**config.mk**
```make
export PLATFORM = sky130hd
export DESIGN_NAME = dma_rd_burst_ctrl_flat
export DESIGN_NICKNAME = d
export VERILOG_FILES = /design/src/rtl/dma_rd_burst_ctrl_if.sv /design/src/rtl/dma_rd_burst_ctrl.sv /design/src/flat_wrapper.sv
export SDC_FILE = /design/constraint.sdc
export NUM_CORES = 1
export LEC_CHECK = 0
export ABC_AREA = 1
export CAP_MARGIN = 0
export CORE_AREA = 3 3 237 239
export CTS_BUF_LIST = sky130_fd_sc_hd__clkbuf_2
export DETAILED_ROUTE_END_ITERATION = 12
export DIE_AREA = 0 0 240 242
export PLACE_DENSITY_LB_ADDON = 0.1
export SKIP_LAST_GASP = 1
export SYNTH_ARGS = -nofsm -noshare
export SYNTH_HDL_FRONTEND = slang
export SYNTH_SLANG_ARGS = --single-unit
```
**constraint.sdc**
```tcl
create_clock -name clk -period 4.32 [get_ports clk]
set_clock_uncertainty 0.15 [all_clocks]
set_input_delay 0.864 -clock clk [delete_from_list [all_inputs] [get_ports clk]]
set_output_delay 0.864 -clock clk [all_outputs]
set_load 0.02 [all_outputs]
```
**src/rtl/dma_rd_burst_ctrl_if.sv**
```systemverilog
// Request/beat bus between the read-burst sequencer, the read DMA engine and
// the downstream beat consumer.
interface dma_rd_burst_ctrl_if #(
    parameter int ADDR_W = 32,
    parameter int DATA_W = 256,
    parameter int LEN_W  = 8
);
    logic              dma_valid;
    logic [ADDR_W-1:0] dma_addr;
    logic [LEN_W-1:0]  dma_len;
    logic              dma_ready;
    logic [DATA_W-1:0] dma_rdata;
    logic              out_valid;
    logic [DATA_W-1:0] out_data;
    logic              out_last;

    modport master (
        output dma_valid, dma_addr, dma_len, out_valid, out_data, out_last,
        input  dma_ready, dma_rdata
    );

    modport slave (
        input  dma_valid, dma_addr, dma_len, out_valid, out_data, out_last,
        output dma_ready, dma_rdata
    );
endinterface

```
**src/rtl/dma_rd_burst_ctrl.sv**
```systemverilog
// Splits a (base, beat count) read job into back-to-back AXI INCR bursts and
// forwards returned beats as one stream. Define DMA_4K_BOUNDARY_EN to keep bursts inside 4 KB pages.
module dma_rd_burst_ctrl #(
    parameter int ADDR_W = 32,
    parameter int DATA_W = 256,
    parameter int LEN_W  = 8,
    parameter int CNT_W  = 20
) (
    input  logic                clk,
    input  logic                rst,
    input  logic                start_i,
    input  logic [ADDR_W-1:0]   base_addr_i,
    input  logic [CNT_W-1:0]    total_beats_i,
    input  logic [LEN_W-1:0]    cfg_max_len_i,
    output logic                busy_o,
    output logic                done_o,
    dma_rd_burst_ctrl_if.master bus
);
    localparam int BYTES = DATA_W / 8;
    localparam int SHIFT = $clog2(BYTES);
    localparam int BW    = LEN_W + 1;

    typedef enum logic [1:0] {
        ST_IDLE = 2'd0,
        ST_RUN  = 2'd1,
        ST_FIN  = 2'd2
    } state_e;

    state_e            state_q, state_d;
    logic [ADDR_W-1:0] cur_addr_q, cur_addr_d;
    logic [CNT_W-1:0]  beats_left_q, beats_left_d;
    logic [LEN_W-1:0]  burst_cnt_q, burst_cnt_d;
    logic              dma_valid_q, dma_valid_d;
    logic [ADDR_W-1:0] dma_addr_q, dma_addr_d;
    logic [LEN_W-1:0]  dma_len_q, dma_len_d;
    logic              busy_q, busy_d;
    logic              done_q, done_d;

    logic [BW-1:0]     cur_b_s;
    logic [BW-1:0]     first_b_s;
    logic [BW-1:0]     next_b_s;
    logic [CNT_W-1:0]  rem_s;
    logic [ADDR_W-1:0] next_addr_s;
    logic              last_beat_s;

    // Burst length in beats: min(beats left, max_len+1), kept one bit wider so 256 fits.
    function automatic logic [BW-1:0] burst_size(input logic [CNT_W-1:0] left,
                                                 input logic [LEN_W-1:0] max_len);
        logic [BW-1:0] cap;
        cap = {1'b0, max_len} + BW'(1);
        if (left < CNT_W'(cap)) begin
            burst_size = BW'(left);
        end else begin
            burst_size = cap;
        end
    endfunction

`ifdef DMA_4K_BOUNDARY_EN
    // Beats remaining before the next 4 KB page; addresses are beat-aligned so this is >= 1.
    function automatic logic [BW-1:0] clip_4k(input logic [BW-1:0] b,
                                              input logic [11:0]   page_off);
        logic [12:0] room;
        room = (13'd4096 - {1'b0, page_off}) >> SHIFT;
        if (32'(room) < 32'(b)) begin
            clip_4k = BW'(room);
        end else begin
            clip_4k = b;
        end
    endfunction
`endif

    assign cur_b_s     = {1'b0, dma_len_q} + BW'(1);
    assign rem_s       = beats_left_q - CNT_W'(cur_b_s);
    assign next_addr_s = cur_addr_q + (ADDR_W'(cur_b_s) << SHIFT);
    assign last_beat_s = (state_q == ST_RUN) && bus.dma_ready && (burst_cnt_q == dma_len_q);

`ifdef DMA_4K_BOUNDARY_EN
    assign first_b_s = clip_4k(burst_size(total_beats_i, cfg_max_len_i), base_addr_i[11:0]);
    assign next_b_s  = clip_4k(burst_size(rem_s, cfg_max_len_i), next_addr_s[11:0]);
`else
    assign first_b_s = burst_size(total_beats_i, cfg_max_len_i);
    assign next_b_s  = burst_size(rem_s, cfg_max_len_i);
`endif

    // Next-state and burst bookkeeping.
    always_comb begin
        state_d      = state_q;
        cur_addr_d   = cur_addr_q;
        beats_left_d = beats_left_q;
        burst_cnt_d  = burst_cnt_q;
        dma_valid_d  = dma_valid_q;
        dma_addr_d   = dma_addr_q;
        dma_len_d    = dma_len_q;
        case (state_q)
            ST_IDLE: begin
                if (start_i) begin
                    if (total_beats_i != {CNT_W{1'b0}}) begin
                        state_d      = ST_RUN;
                        cur_addr_d   = base_addr_i;
                        beats_left_d = total_beats_i;
                        burst_cnt_d  = {LEN_W{1'b0}};
                        dma_valid_d  = 1'b1;
                        dma_addr_d   = base_addr_i;
                        dma_len_d    = LEN_W'(first_b_s - BW'(1));
                    end else begin
                        state_d = ST_FIN;
                    end
                end else begin
                    state_d = ST_IDLE;
                end
            end
            ST_RUN: begin
                if (last_beat_s) begin
                    burst_cnt_d  = {LEN_W{1'b0}};
                    beats_left_d = rem_s;
                    cur_addr_d   = next_addr_s;
                    // Chain the next request on the same edge so the engine sees no bubble.
                    if (rem_s != {CNT_W{1'b0}}) begin
                        dma_valid_d = 1'b1;
                        dma_addr_d  = next_addr_s;
                        dma_len_d   = LEN_W'(next_b_s - BW'(1));
                    end else begin
                        dma_valid_d = 1'b0;
                        state_d     = ST_FIN;
                    end
                end else if (bus.dma_ready) begin
                    burst_cnt_d = burst_cnt_q + LEN_W'(1);
                end else begin
                    burst_cnt_d = burst_cnt_q;
                end
            end
            ST_FIN: begin
                state_d = ST_IDLE;
            end
            default: begin
                state_d     = ST_IDLE;
                dma_valid_d = 1'b0;
            end
        endcase
        busy_d = (state_d == ST_RUN);
        done_d = (state_d == ST_FIN);
    end

    // State and output registers.
    always_ff @(posedge clk or posedge rst) begin
        if (rst) begin
            state_q      <= ST_IDLE;
            cur_addr_q   <= {ADDR_W{1'b0}};
            beats_left_q <= {CNT_W{1'b0}};
            burst_cnt_q  <= {LEN_W{1'b0}};
            dma_valid_q  <= 1'b0;
            dma_addr_q   <= {ADDR_W{1'b0}};
            dma_len_q    <= {LEN_W{1'b0}};
            busy_q       <= 1'b0;
            done_q       <= 1'b0;
        end else begin
            state_q      <= state_d;
            cur_addr_q   <= cur_addr_d;
            beats_left_q <= beats_left_d;
            burst_cnt_q  <= burst_cnt_d;
            dma_valid_q  <= dma_valid_d;
            dma_addr_q   <= dma_addr_d;
            dma_len_q    <= dma_len_d;
            busy_q       <= busy_d;
            done_q       <= done_d;
        end
    end

    assign busy_o        = busy_q;
    assign done_o        = done_q;
    assign bus.dma_valid = dma_valid_q;
    assign bus.dma_addr  = dma_addr_q;
    assign bus.dma_len   = dma_len_q;
    // Returned beats pass straight through; the consumer never stalls.
    assign bus.out_valid = (state_q == ST_RUN) && bus.dma_ready;
    assign bus.out_data  = bus.dma_rdata;
    assign bus.out_last  = last_beat_s && (rem_s == {CNT_W{1'b0}});
endmodule
```
**src/flat_wrapper.sv**
```systemverilog
// flat-port wrapper written by rule: the top's interface ports become plain ports
module dma_rd_burst_ctrl_flat 
#(
    parameter int ADDR_W = 32,
    parameter int DATA_W = 256,
    parameter int LEN_W  = 8,
    parameter int CNT_W  = 20
)
  (clk, rst, start_i, base_addr_i, total_beats_i, cfg_max_len_i, busy_o, done_o, bus_dma_valid, bus_dma_addr, bus_dma_len, bus_out_valid, bus_out_data, bus_out_last, bus_dma_ready, bus_dma_rdata);
  dma_rd_burst_ctrl_if #(.ADDR_W(ADDR_W), .DATA_W(DATA_W), .LEN_W(LEN_W)) bus_i ();
  input  logic clk;
  input  logic rst;
  input  logic start_i;
  input  logic [ADDR_W-1:0] base_addr_i;
  input  logic [CNT_W-1:0] total_beats_i;
  input  logic [LEN_W-1:0] cfg_max_len_i;
  output logic busy_o;
  output logic done_o;
  output wire logic [$bits(bus_i.dma_valid)-1:0] bus_dma_valid;
  output wire logic [$bits(bus_i.dma_addr)-1:0] bus_dma_addr;
  output wire logic [$bits(bus_i.dma_len)-1:0] bus_dma_len;
  output wire logic [$bits(bus_i.out_valid)-1:0] bus_out_valid;
  output wire logic [$bits(bus_i.out_data)-1:0] bus_out_data;
  output wire logic [$bits(bus_i.out_last)-1:0] bus_out_last;
  input wire logic [$bits(bus_i.dma_ready)-1:0] bus_dma_ready;
  input wire logic [$bits(bus_i.dma_rdata)-1:0] bus_dma_rdata;
  assign bus_dma_valid = bus_i.dma_valid;
  assign bus_dma_addr = bus_i.dma_addr;
  assign bus_dma_len = bus_i.dma_len;
  assign bus_out_valid = bus_i.out_valid;
  assign bus_out_data = bus_i.out_data;
  assign bus_out_last = bus_i.out_last;
  assign bus_i.dma_ready = bus_dma_ready;
  assign bus_i.dma_rdata = bus_dma_rdata;
  dma_rd_burst_ctrl #(.ADDR_W(ADDR_W), .DATA_W(DATA_W), .LEN_W(LEN_W), .CNT_W(CNT_W)) u_core (.clk(clk), .rst(rst), .start_i(start_i), .base_addr_i(base_addr_i), .total_beats_i(total_beats_i), .cfg_max_len_i(cfg_max_len_i), .busy_o(busy_o), .done_o(done_o), .bus(bus_i));
endmodule
```
Yosys cells after proc, flatten, opt, wreduce, memory -nomap -nowiden --
Cells that the tools add are included.
Cells by class: bitwise gates (word level) 1, $add $sub $neg 7, eq/ne operators 10, $lt $le $gt $ge 2, reduce and logical (&&, ||, !) cells 12, multiplexer cells 33
Operator list (number):
- $mux W32 | 5
- $pmux W32 S2 | 2
- $mux W8 | 10
- $mux W20 | 3
- $lt A20 B9 Y1 | 2
- $pmux W20 S2 | 1
- $reduce_bool A20 Y1 | 2
- $add A32 B14 Y32 | 1
- $pmux W8 S2 | 2
- $logic_not A20 Y1 | 1
- $sub A20 B9 Y20 | 1
- $add A8 B1 Y9 const B | 2
- $sub A8 B1 Y8 const B | 2
- $reduce_and A4 Y1 | 3
- $add A8 B1 Y8 const B | 1
- $eq A8 B8 Y1 | 1
- $mux W2 | 4
- $reduce_and A5 Y1 | 1
- $eq A2 B1 Y1 const B | 2
- $eq A2 B2 Y1 const B | 2
- $mux W1 | 4
- $ne A2 B1 Y1 const B | 2
- $ne A2 B2 Y1 const B | 2
- $pmux W2 S2 | 1
- 6 further kinds | 8
Storage, ports and cells: output and inout port bits 301, logic and storage cells 74, bits of input ports 320, register bits after elaboration 105

Longest topological paths before layout --
depth in word-level cells 8, depth in mapped cells 32, depth with buffers taken out 32

Worst setup path after synthesis --
No wires, ideal clock.
kind reg-to-reg, start point reg u_core.dma_len_q[0], in the netlist u_core.bus.dma_len[0], end point reg u_core.dma_len_q[4], in the netlist u_core.bus.dma_len[4], library setup time 0.130 ns, setup slack -0.051 ns, path buffers 0, period minus slack after synthesis 4.371 ns, data arrival time 4.091 ns, cell stages (with the launch flop) 26, data required time 4.040 ns, path through dfrtp_1 inv_1 nor3_1 nand3_1 xor2_1 ha_1 nand2_1 inv_1 a21oi_1 nand2_1 xnor2_1 inv_1 ha_1 nand2_1 inv_1 nor3_1 a21oi_1 nor3_4 nand3_4 o211ai_2 nand2_2 inv_2 ha_1 nand2_1 o21ai_0 a31oi_1
On the way: cells in the longest elaborated chain, start to end 8, elaborated cells between the ends (all ways) 14, classes of those cells add/sub (3); order compare (1); eq/ne (3); mux (4); reduce/logical (3)
Ends and longest elaborated chain:
- from (decl) | RTL line dma_rd_burst_ctrl.sv:35 | logic [LEN_W-1:0] dma_len_q, dma_len_d;
- from (signal assigned) | RTL line dma_rd_burst_ctrl.sv:153 | dma_len_q <= {LEN_W{1'b0}};
- from (signal assigned) | RTL line dma_rd_burst_ctrl.sv:163 | dma_len_q <= dma_len_d;
- $add A8 B1 Y9 | RTL line dma_rd_burst_ctrl.sv:72 | assign cur_b_s = {1'b0, dma_len_q} + BW'(1);
- $sub A20 B9 Y20 | RTL line dma_rd_burst_ctrl.sv:73 | assign rem_s = beats_left_q - CNT_W'(cur_b_s);
- $lt A20 B9 Y1 | RTL line dma_rd_burst_ctrl.sv:51 | if (left < CNT_W'(cap)) begin
- $mux W8 | RTL line dma_rd_burst_ctrl.sv:51
- $sub A8 B1 Y8 | RTL line dma_rd_burst_ctrl.sv:121 | dma_len_d = LEN_W'(next_b_s - BW'(1));
- $mux W8 | RTL line dma_rd_burst_ctrl.sv:118 | if (rem_s != {CNT_W{1'b0}}) begin
- $mux W8 | RTL line dma_rd_burst_ctrl.sv:113 | if (last_beat_s) begin
- $pmux W8 S2 | RTL line dma_rd_burst_ctrl.sv:94 | case (state_q)
Several ways; a longest one is shown, not always the timed one. The select of a mux whose other input is x is not followed. A chain may end at the register's enable or synchronous reset.

Worst setup path after layout --
start point reg u_core.dma_len_q[0], in the netlist u_core.bus.dma_len[0], end point out bus_out_last
On the way: cells in the longest elaborated chain, start to end 4, elaborated cells between the ends (all ways) 6, classes of those cells add/sub (2); eq/ne (1); reduce/logical (3)
Ends and longest elaborated chain:
- $add A8 B1 Y9 | RTL line dma_rd_burst_ctrl.sv:72
- $sub A20 B9 Y20 | RTL line dma_rd_burst_ctrl.sv:73
- $logic_not A20 Y1 | RTL line dma_rd_burst_ctrl.sv:177 | assign bus.out_last = last_beat_s && (rem_s == {CNT_W{1'b0}});
- $logic_and A1 B1 Y1 * | RTL line dma_rd_burst_ctrl.sv:177
- to (decl) | RTL line flat_wrapper.sv:24 | output wire logic [$bits(bus_i.out_last)-1:0] bus_out_last;
Mark *: on every way between the ends. The rest lies on a longest branch, timed or not.

==> impl_metrics.tcl <==
set metrics [dict create \
    outcome "finished, violations left" \
    violations "negative setup slack" \
    endpoint_kind "output port" \
    worstSkewPairLatency_ps 740 \
    drv_cap 0 \
    drive_above_1_share 0.2066 \
    powerDensity_nw_per_um2 711.2 \
    synthArstFlopShare 1.000 \
    syn_nets 1739 \
    crit_required_ps 3310 \
    p_sw_frac 0.4832 \
    p_sw_uw 3868 \
    num_vias 8241 \
    synth_most_common_cell "nand2_1" \
    fillers 6113 \
    grt_pass1_wl_um 52060 \
    register_area_um2 2628 \
    critical_path.top_delay_family "simple AND/OR/NAND/NOR gates" \
    portBuffers 108 \
    yosysUniqueCellTypes 45 \
    finalCritPeriodShare 1.094 \
    initialDrtViolationCount 382 \
    syn_area_um2 9599 \
    numCtsBuffers 9 \
    start_kind "flip-flop" \
    initial_utilization 0.1777 \
    grt_pass1_vias 8638 \
    pwr-share-seq 0.219 \
    cpPeakStageDelay_ps 470 \
    hold_ws_ps 247.9 \
    drtPass1Iterations 5 \
    hold_path.class "input pin to asynchronous set/reset pin" \
    route.final.wire_length_um 34180 \
    drc 0 \
    synth_area_leaders "dfrtp_1, buf_4, nand2_1, inv_1, ha_1" \
    clock_path_buffers 2 \
    num_rows 85 \
    synth_top_area_frac 0.2737 \
    die_area_um2 58080 \
    ys.flop_type "dfrtp_1" \
    antenna_found_initial 1 \
    cts_tree "built" \
    die_y_um 242 \
    io_pins 621 \
    syn2layout_area_growth_pct 17.26 \
    synth_common_cells "nand2_1, buf_4, inv_1" \
    yosys.area.top_type "dfrtp_1" \
    chipWidth_um 240 \
    synth_cells 1379 \
    crit_slowest_cell "dfrtp_1" \
    setup_ws_ps -405.3 \
    clock_sinks 105 \
    p_comb_frac 0.720 \
    synth-edff-count 0 \
    min_period_ps 4725 \
    clockPowerShare 0.061 \
    crit_path_cell_trace "inv_2, nor3_4, nand3_2, buf_4, buf_6, xor2_4, ha_4, nand2_4, buf_4, nor2_2, nand3_1, nand4_1, and2_1, nand3_1, nor2_2, nand2_4, nor2_4, buf_6" \
    ys_seq_elements 105 \
    avgRoutedWirePerCell_um 16.57 \
    root_buffer "clkbuf_2" \
    rsz0062_at_grt "yes" \
    max_freq_mhz 211.6 \
    finalHoldViolCount 0 \
    core_area_um2 54030 \
    utilization 0.2083 \
    power_leakage_uw 0.005176 \
    routabilityCongestion 0.7981 \
    path_class "flip-flop to output port" \
    ir_drop_mv 0.2428 \
    multi_input_area_um2 4821 \
    track_usage 0.1168 \
    grt_max_degree 83 \
    worstPathMaxFanout 4 \
    crit_buf_inv 5 \
    synth.avg_cell_area_um2 6.961 \
    place_hpwl_um 26240 \
    ant_nets 0 \
    path_clk_slew_ps 350 \
    overflow 0 \
    htreeDepth 3 \
    synth-seq-area-share 0.2737 \
    worstMarginPinSlew_ps 725.5 \
    nNetsFinal 1720 \
    yosys_warnings 0 \
    slew_violations 0 \
    worstPathArrival_ps 3710 \
    via_per_inst 3.997 \
    setup_viol 7 \
    slew_headroom 0.5163 \
    p_int_uw 4137 \
]
[path summary, 6_finish.rpt]
path	from	to	slack, ps	depth (start not counted)
setup reg to reg	u_core.bus.dma_len[0]	u_core.bus.dma_len[7]	-100	33
setup / recovery	u_core.bus.dma_len[0]	bus_out_last	-410	18
hold / removal	rst	u_core.bus.dma_addr[29]	250	2
hold reg to reg	u_core.bus.dma_addr[21]	u_core.bus.dma_addr[21]	370	2
min in group clk	u_core.bus.dma_addr[21]	u_core.bus.dma_addr[21]	370	2
max in group asynchronous	rst	u_core.burst_cnt_q[5]	2900	3
[cell usage in the layout (no fill, tap or decap), types with 5 or more instances in the layout]
cell and instances:
a31oi_1 12, nand3_2 10, nand3_1 63, nand2_4 10
nand2_2 25, dfrtp_1 105, clkbuf_2 10, inv_1 124
ha_4 12, nor2_4 6, buf_12 5, clkdlybuf4s50_1 107
xor2_1 21, nor2_1 71, ha_1 26, buf_6 16
xnor2_1 7, o21ai_0 81, nand4_1 17, nor2_2 11
xor2_4 5, inv_2 15, o211ai_1 5, nand2_1 364
nor3_1 10, nor4_1 6, a21oi_1 32, o21a_1 6
o22ai_1 11, buf_4 129
[power by group through the flow]
stage | Sequential [µW] | Clock [µW] | Combinational [µW]
final | 1750 | 490 | 5760
after global routing | 1820 | 559 | 6520
after CTS | 1760 | 533 | 5610
after detailed placement | 1760 | 0 | 5070
after global placement | 1770 | 0 | 5100
after floorplan | 1870 | 0 | 3000
[metrics by stage]
stage | area (µm²) | std cells | setup WS (ps) | TNS (ps) | total power [µW]
6_report | 11260 | 2062 | -405.3 | -737.8 | 8005
5_1_grt | 11260 | 2062 | -686.5 | -2918 | 8901
2_1_floorplan | 9599 | 1379 | 17.92 | 0 | 4878
3_5_place_dp | 10490 | 2027 | -500.6 | -3604 | 6829
3_3_place_gp | 10490 | 2027 | -413.6 | -2775 | 6876
4_1_cts | 11050 | 2054 | -507.5 | -1346 | 7901
[timing repair]
item / in CTS / in global routing
hold buffers: 0 / 0
gates resized for setup: 82 / 36
endpoints found under the setup margin: 9 / 17
setup buffers: 12 / 8
pin swaps: 24 / 36
[layer usage]
layer / part of all wire / global-route usage / up-vias / routed length [µm]
met5: 0 / 0.005051 / - / 0
met2: 0.45 / 0.1829 / 245 / 15250
met3: 0.056 / 0.02994 / 85 / 1905
met1: 0.47 / 0.1551 / 3826 / 16210
li1: - / - / 4085 / -
met4: 0.024 / 0.03943 / 0 / 810
[sequential cells by signal, summed over array words and instances, names as in the netlist]
signal	cells
u_core.done_o	1
u_core.state_q	2
u_core.busy_o	1
u_core.beats_left_q	20
u_core.cur_addr_q	32
u_core.bus.dma_addr	32
u_core.bus.dma_valid	1
u_core.bus.dma_len	8
u_core.burst_cnt_q	8
[cell type report]
type                       count  area share
clock inverter                 6    0.002890
clock buffer                  10    0.004446
tap                          696     0.07737
multi-input combinational    846      0.4283
timing repair buffer         257      0.2061
antenna                        1   0.0002223
inverter                     141     0.04724
sequential                   105      0.2334
[cells by family (layout without fill, tap and decap cells)]
logic type | after synthesis | after routing | share of synthesized area
xor gates and xnor gates | 36 | 36 | 0.03285
adders and majority gates | 40 | 40 | 0.05370
DFF | 105 | 105 | 0.2737
AOI/OAI and AO/OA | 163 | 163 | 0.09411
buffers and inverters | 428 | 414 | 0.2753
other | 0 | 1 | 0
and+or+nand+nor | 607 | 607 | 0.2703
Power figures use the tool's default switching activity.
==> edit 1 (same settings) <==
Encoding of `state_e`: now one-hot (3 bits for 3 states).
--- a/src/rtl/dma_rd_burst_ctrl.sv
+++ b/src/rtl/dma_rd_burst_ctrl.sv
@@ -20,10 +20,10 @@
     localparam int SHIFT = $clog2(BYTES);
     localparam int BW    = LEN_W + 1;
 
-    typedef enum logic [1:0] {
-        ST_IDLE = 2'd0,
-        ST_RUN  = 2'd1,
-        ST_FIN  = 2'd2
+    typedef enum logic [2:0] {
+        ST_IDLE = 3'b001,
+        ST_RUN  = 3'b010,
+        ST_FIN  = 3'b100
     } state_e;
 
     state_e            state_q, state_d;
Check against the original RTL: same outputs for any inputs over 4 cycles, from zero or initial values and one cycle with rst high; so few cycles prove little.
==> edit 1 against the unedited design <==
The flow still finishes with violations (negative setup slack); combinational power grew 18%; setup slack gained 0.092 ns; cell area grew 1.1%; sequential cell count grew 1; clock power grew 6.3%; global-route usage grew 0.15 points; cell count shrank 0.48%; area after synthesis grew 0.10%; total power grew 15%; routed wire length grew 0.33%.
==> edit 1: results (changes against the unedited design) <==
metric	value	unit	change
setup_ws	-0.3136	ns	+0.09177 ns
top_layer_used	met5		
synth_compound_area_frac	0.09388		-0.0002282
synth_fp_nets	1736		-0.17%
hpwl	26030	um	-0.81%
routed_via_density	4.024		+0.68%
dr_total_vias	8257		+0.19%
setup_violations	1		-6
violations	negative setup slack		
n_all_buffers	250		-2.7%
dpl_cell_area	0.01050	sq mm	about the same
multiInputGateArea	0.004962	sq mm	+2.9%
multi_input_gates	845		-0.12%
synth.top_cells.by_count	nand2_1, buf_4, inv_1		
multi_input_area_share	0.4359		+0.007620
yosysSeqAreaShare	0.2762		+0.002449
arrival	3.62	ns	-0.09 ns
drtIter0Drc	371		-2.9%
n_all_inverters	135		-4.3%
n_clock_buffer	11		+1
grt_usage	0.1183		+0.001514
use_met2	0.1871		+0.004142
met3_length	2106	um	+11%
yosys-top-cells-area	dfrtp_1, buf_4, nand2_1		
place_ws	-0.4216	ns	+0.07902 ns
wirelength_met1	15790	um	-2.6%
clock_area_frac	0.008244		+0.0009070
intPower	0.004469	W	+8.0%
dp.cells	2014		-0.64%
synthMuxAreaShare	0.001042		+0.001042
nFillCells	6131		+0.29%
avgSynthCellArea	6.983	sq um	+0.32%
wl	34290	um	+0.33%
globalplace.congestion	0.7632		-4.4%
ys_types	44		-2.2%
grt_antenna_before_repair	3		+2
ys_ff_latch	106		+0.95%
grt_util_met1	0.1535		-0.001642
status	finished with violations		
synth_fa_ha_area_frac	0.05365		-0.00005594
p_leak	5.231	nW	+1.1%
peakVddDrop	267.5	uV	+10%
-- edit 1: power by group through the flow --
stage               combinational, W  sequential (W)  clock (W)
global placement             0.00613         0.00184          0
global route                 0.00763         0.00192   0.000604
detailed placement           0.00608         0.00182          0
floorplan                    0.00350         0.00195          0
finish                       0.00681         0.00184   0.000521
CTS                          0.00668         0.00184   0.000575
-- edit 1: path summary, 6_finish.rpt --
kind / depth (start not counted) / end / slack, ns
setup reg to reg: 28 / u_core.bus.dma_len[2] / 0.01
max in group asynchronous: 3 / u_core.bus.dma_addr[26] / 2.82
min in group clk: 2 / u_core.bus.dma_addr[8] / 0.37
hold reg to reg: 2 / u_core.bus.dma_addr[8] / 0.37
hold / removal: 2 / u_core.bus.dma_addr[9] / 0.33
setup / recovery: 18 / bus_out_last / -0.31
-- edit 1: what timing repair did --
item | 4_1_cts | 5_1_grt
endpoints found under the hold margin | 0 | 0
endpoints found under the setup margin | 9 | 9
cloned | 1 | 0
gates resized for setup | 92 | 41
pin swaps | 33 | 23
setup buffers | 12 | 5
==> edit 2 (same settings) <==
Made on the original files. `LEN_W` is set to 8 in 3 places; all go to 16.
--- a/src/rtl/dma_rd_burst_ctrl_if.sv
+++ b/src/rtl/dma_rd_burst_ctrl_if.sv
@@ -3,7 +3,7 @@
 interface dma_rd_burst_ctrl_if #(
     parameter int ADDR_W = 32,
     parameter int DATA_W = 256,
-    parameter int LEN_W  = 8
+    parameter int LEN_W  = 16
 );
     logic              dma_valid;
     logic [ADDR_W-1:0] dma_addr;
--- a/src/rtl/dma_rd_burst_ctrl.sv
+++ b/src/rtl/dma_rd_burst_ctrl.sv
@@ -3,7 +3,7 @@
 module dma_rd_burst_ctrl #(
     parameter int ADDR_W = 32,
     parameter int DATA_W = 256,
-    parameter int LEN_W  = 8,
+    parameter int LEN_W  = 16,
     parameter int CNT_W  = 20
 ) (
     input  logic                clk,
--- a/src/flat_wrapper.sv
+++ b/src/flat_wrapper.sv
@@ -3,7 +3,7 @@
 #(
     parameter int ADDR_W = 32,
     parameter int DATA_W = 256,
-    parameter int LEN_W  = 8,
+    parameter int LEN_W  = 16,
     parameter int CNT_W  = 20
 )
   (clk, rst, start_i, base_addr_i, total_beats_i, cfg_max_len_i, busy_o, done_o, bus_dma_valid, bus_dma_addr, bus_dma_len, bus_out_valid, bus_out_data, bus_out_last, bus_dma_ready, bus_dma_rdata);
Ports: changed (resized bus_dma_len and cfg_max_len_i); port bits go from 621 to 637. No check against the original RTL was run, so the function may have changed too.
==> edit 2 against the unedited design <==
The flow still finishes with violations (negative setup slack); setup slack worse by 0.79 ns; total power up 87%; cell area is 46% higher; clock power rose by 61%; routed wire length rose by 46%; sequential cell count up 16; core utilization rose by 9.7 points; area after synthesis is 28% higher; critical path type unchanged.
==> edit 2: results (changes against the unedited design) <==
metric	value	unit	change
status	finished with violations		
violations	negative setup slack		
n_all_buffers	472		+84%
switching_share	0.4975		+0.01423
n_all_inverters	192		+36%
cts-resized-gates	137		+67%
synth_fp_nets	2222		+28%
htreeDepth	4		+1
grt_max_degree	52		-37%
p_sw	0.007430	W	+92%
ff_latch_area	0.003032	sq mm	+15%
grt_pass1_wl	75090	um	+44%
post_cts_buffers	37		+25
utilization	0.3052		+0.09687
slowest_stage	dfrtp_2		
yosysSeqAreaShare	0.2472		-0.02651
power_frac_seq	0.136		-0.083
crit_path_max_fanout	3		-1
rr_worst_depth	41		+24%
peakVddDrop	320.1	uV	+32%
worstSetupEndpoint	bus_out_last		
nets	2416		+40%
dpl_cell_area	0.01465	sq mm	+40%
avgSynthCellArea	6.722	sq um	-3.4%
dieWidth	240	um	unchanged
nFillCells	5921		-3.1%
grt_antenna_before_repair	2		+1
setup_violations	50		+43
slew-limit-headroom	0.5003		-0.01600
clk_latency	0.87	ns	+0.13 ns
globalplace.congestion	0.8442		+5.8%
wl	49980	um	+46%
ys_types	53		+18%
dp.cells	2636		+30%
path_clk_slew	0.23	ns	-0.12 ns
p_leak	8.001	nW	+55%
tns	-24.67	ns	-23.94 ns
multi_input_gates	1212		+43%
yosys-top-cells-area	dfrtp_1, nand2_1, buf_4		
io_buffers	124		+15%
buf_share	0.2546		+0.04856
max_stage_delay	0.45	ns	-0.02 ns
grt_usage	0.1720		+0.05526
multiInputGateArea	0.007417	sq mm	+54%
fin_hold_ws	0.2963	ns	+0.04835 ns
drtIter0Drc	602		+58%
drive_above_1_share	0.3072		+0.1006
clock_area_frac	0.01335		+0.006018
setup_ws	-1.198	ns	-0.7928 ns
worstReg2RegEnd	u_core.bus.dma_len[8]		
final_cells	2725		+32%
p_clk_frac	0.053		-0.008
n_clock_buffer	18		+8
design.seq.count	121		+15%
edit 2: cell count changes in the layout (fill, tap and decap cells not counted), moves of 15 or more:
cell	change
buf_4	+186
nand2_1	+109
inv_1	+52
nand2_2	+38
ha_1	+31
nor2_1	+22
nor2_4	+17
clkdlybuf4s50_1	+16
o21ai_1	+16
nor3_1	+15
edit 2: cell families after synthesis:
logic type,count (synthesis),share of synthesized area
simple gates,879,0.3125
flops,121,0.2472
compound gates,212,0.09786
xor+xnor,49,0.03504
buf+inv,489,0.2326
fa+ha+maj,72,0.07478
edit 2: routing by layer:
| metal | wire (um) | global-route usage | share of wire | up-vias |
|---|---|---|---|---|
| met5 | 56 | 0.008418 | 0.0011 | - |
| met4 | 965 | 0.04880 | 0.019 | 2 |
| met3 | 2663 | 0.04201 | 0.053 | 61 |
| met1 | 22740 | 0.2211 | 0.45 | 5446 |
| met2 | 23560 | 0.2844 | 0.47 | 349 |
| li1 | - | - | - | 5970 |
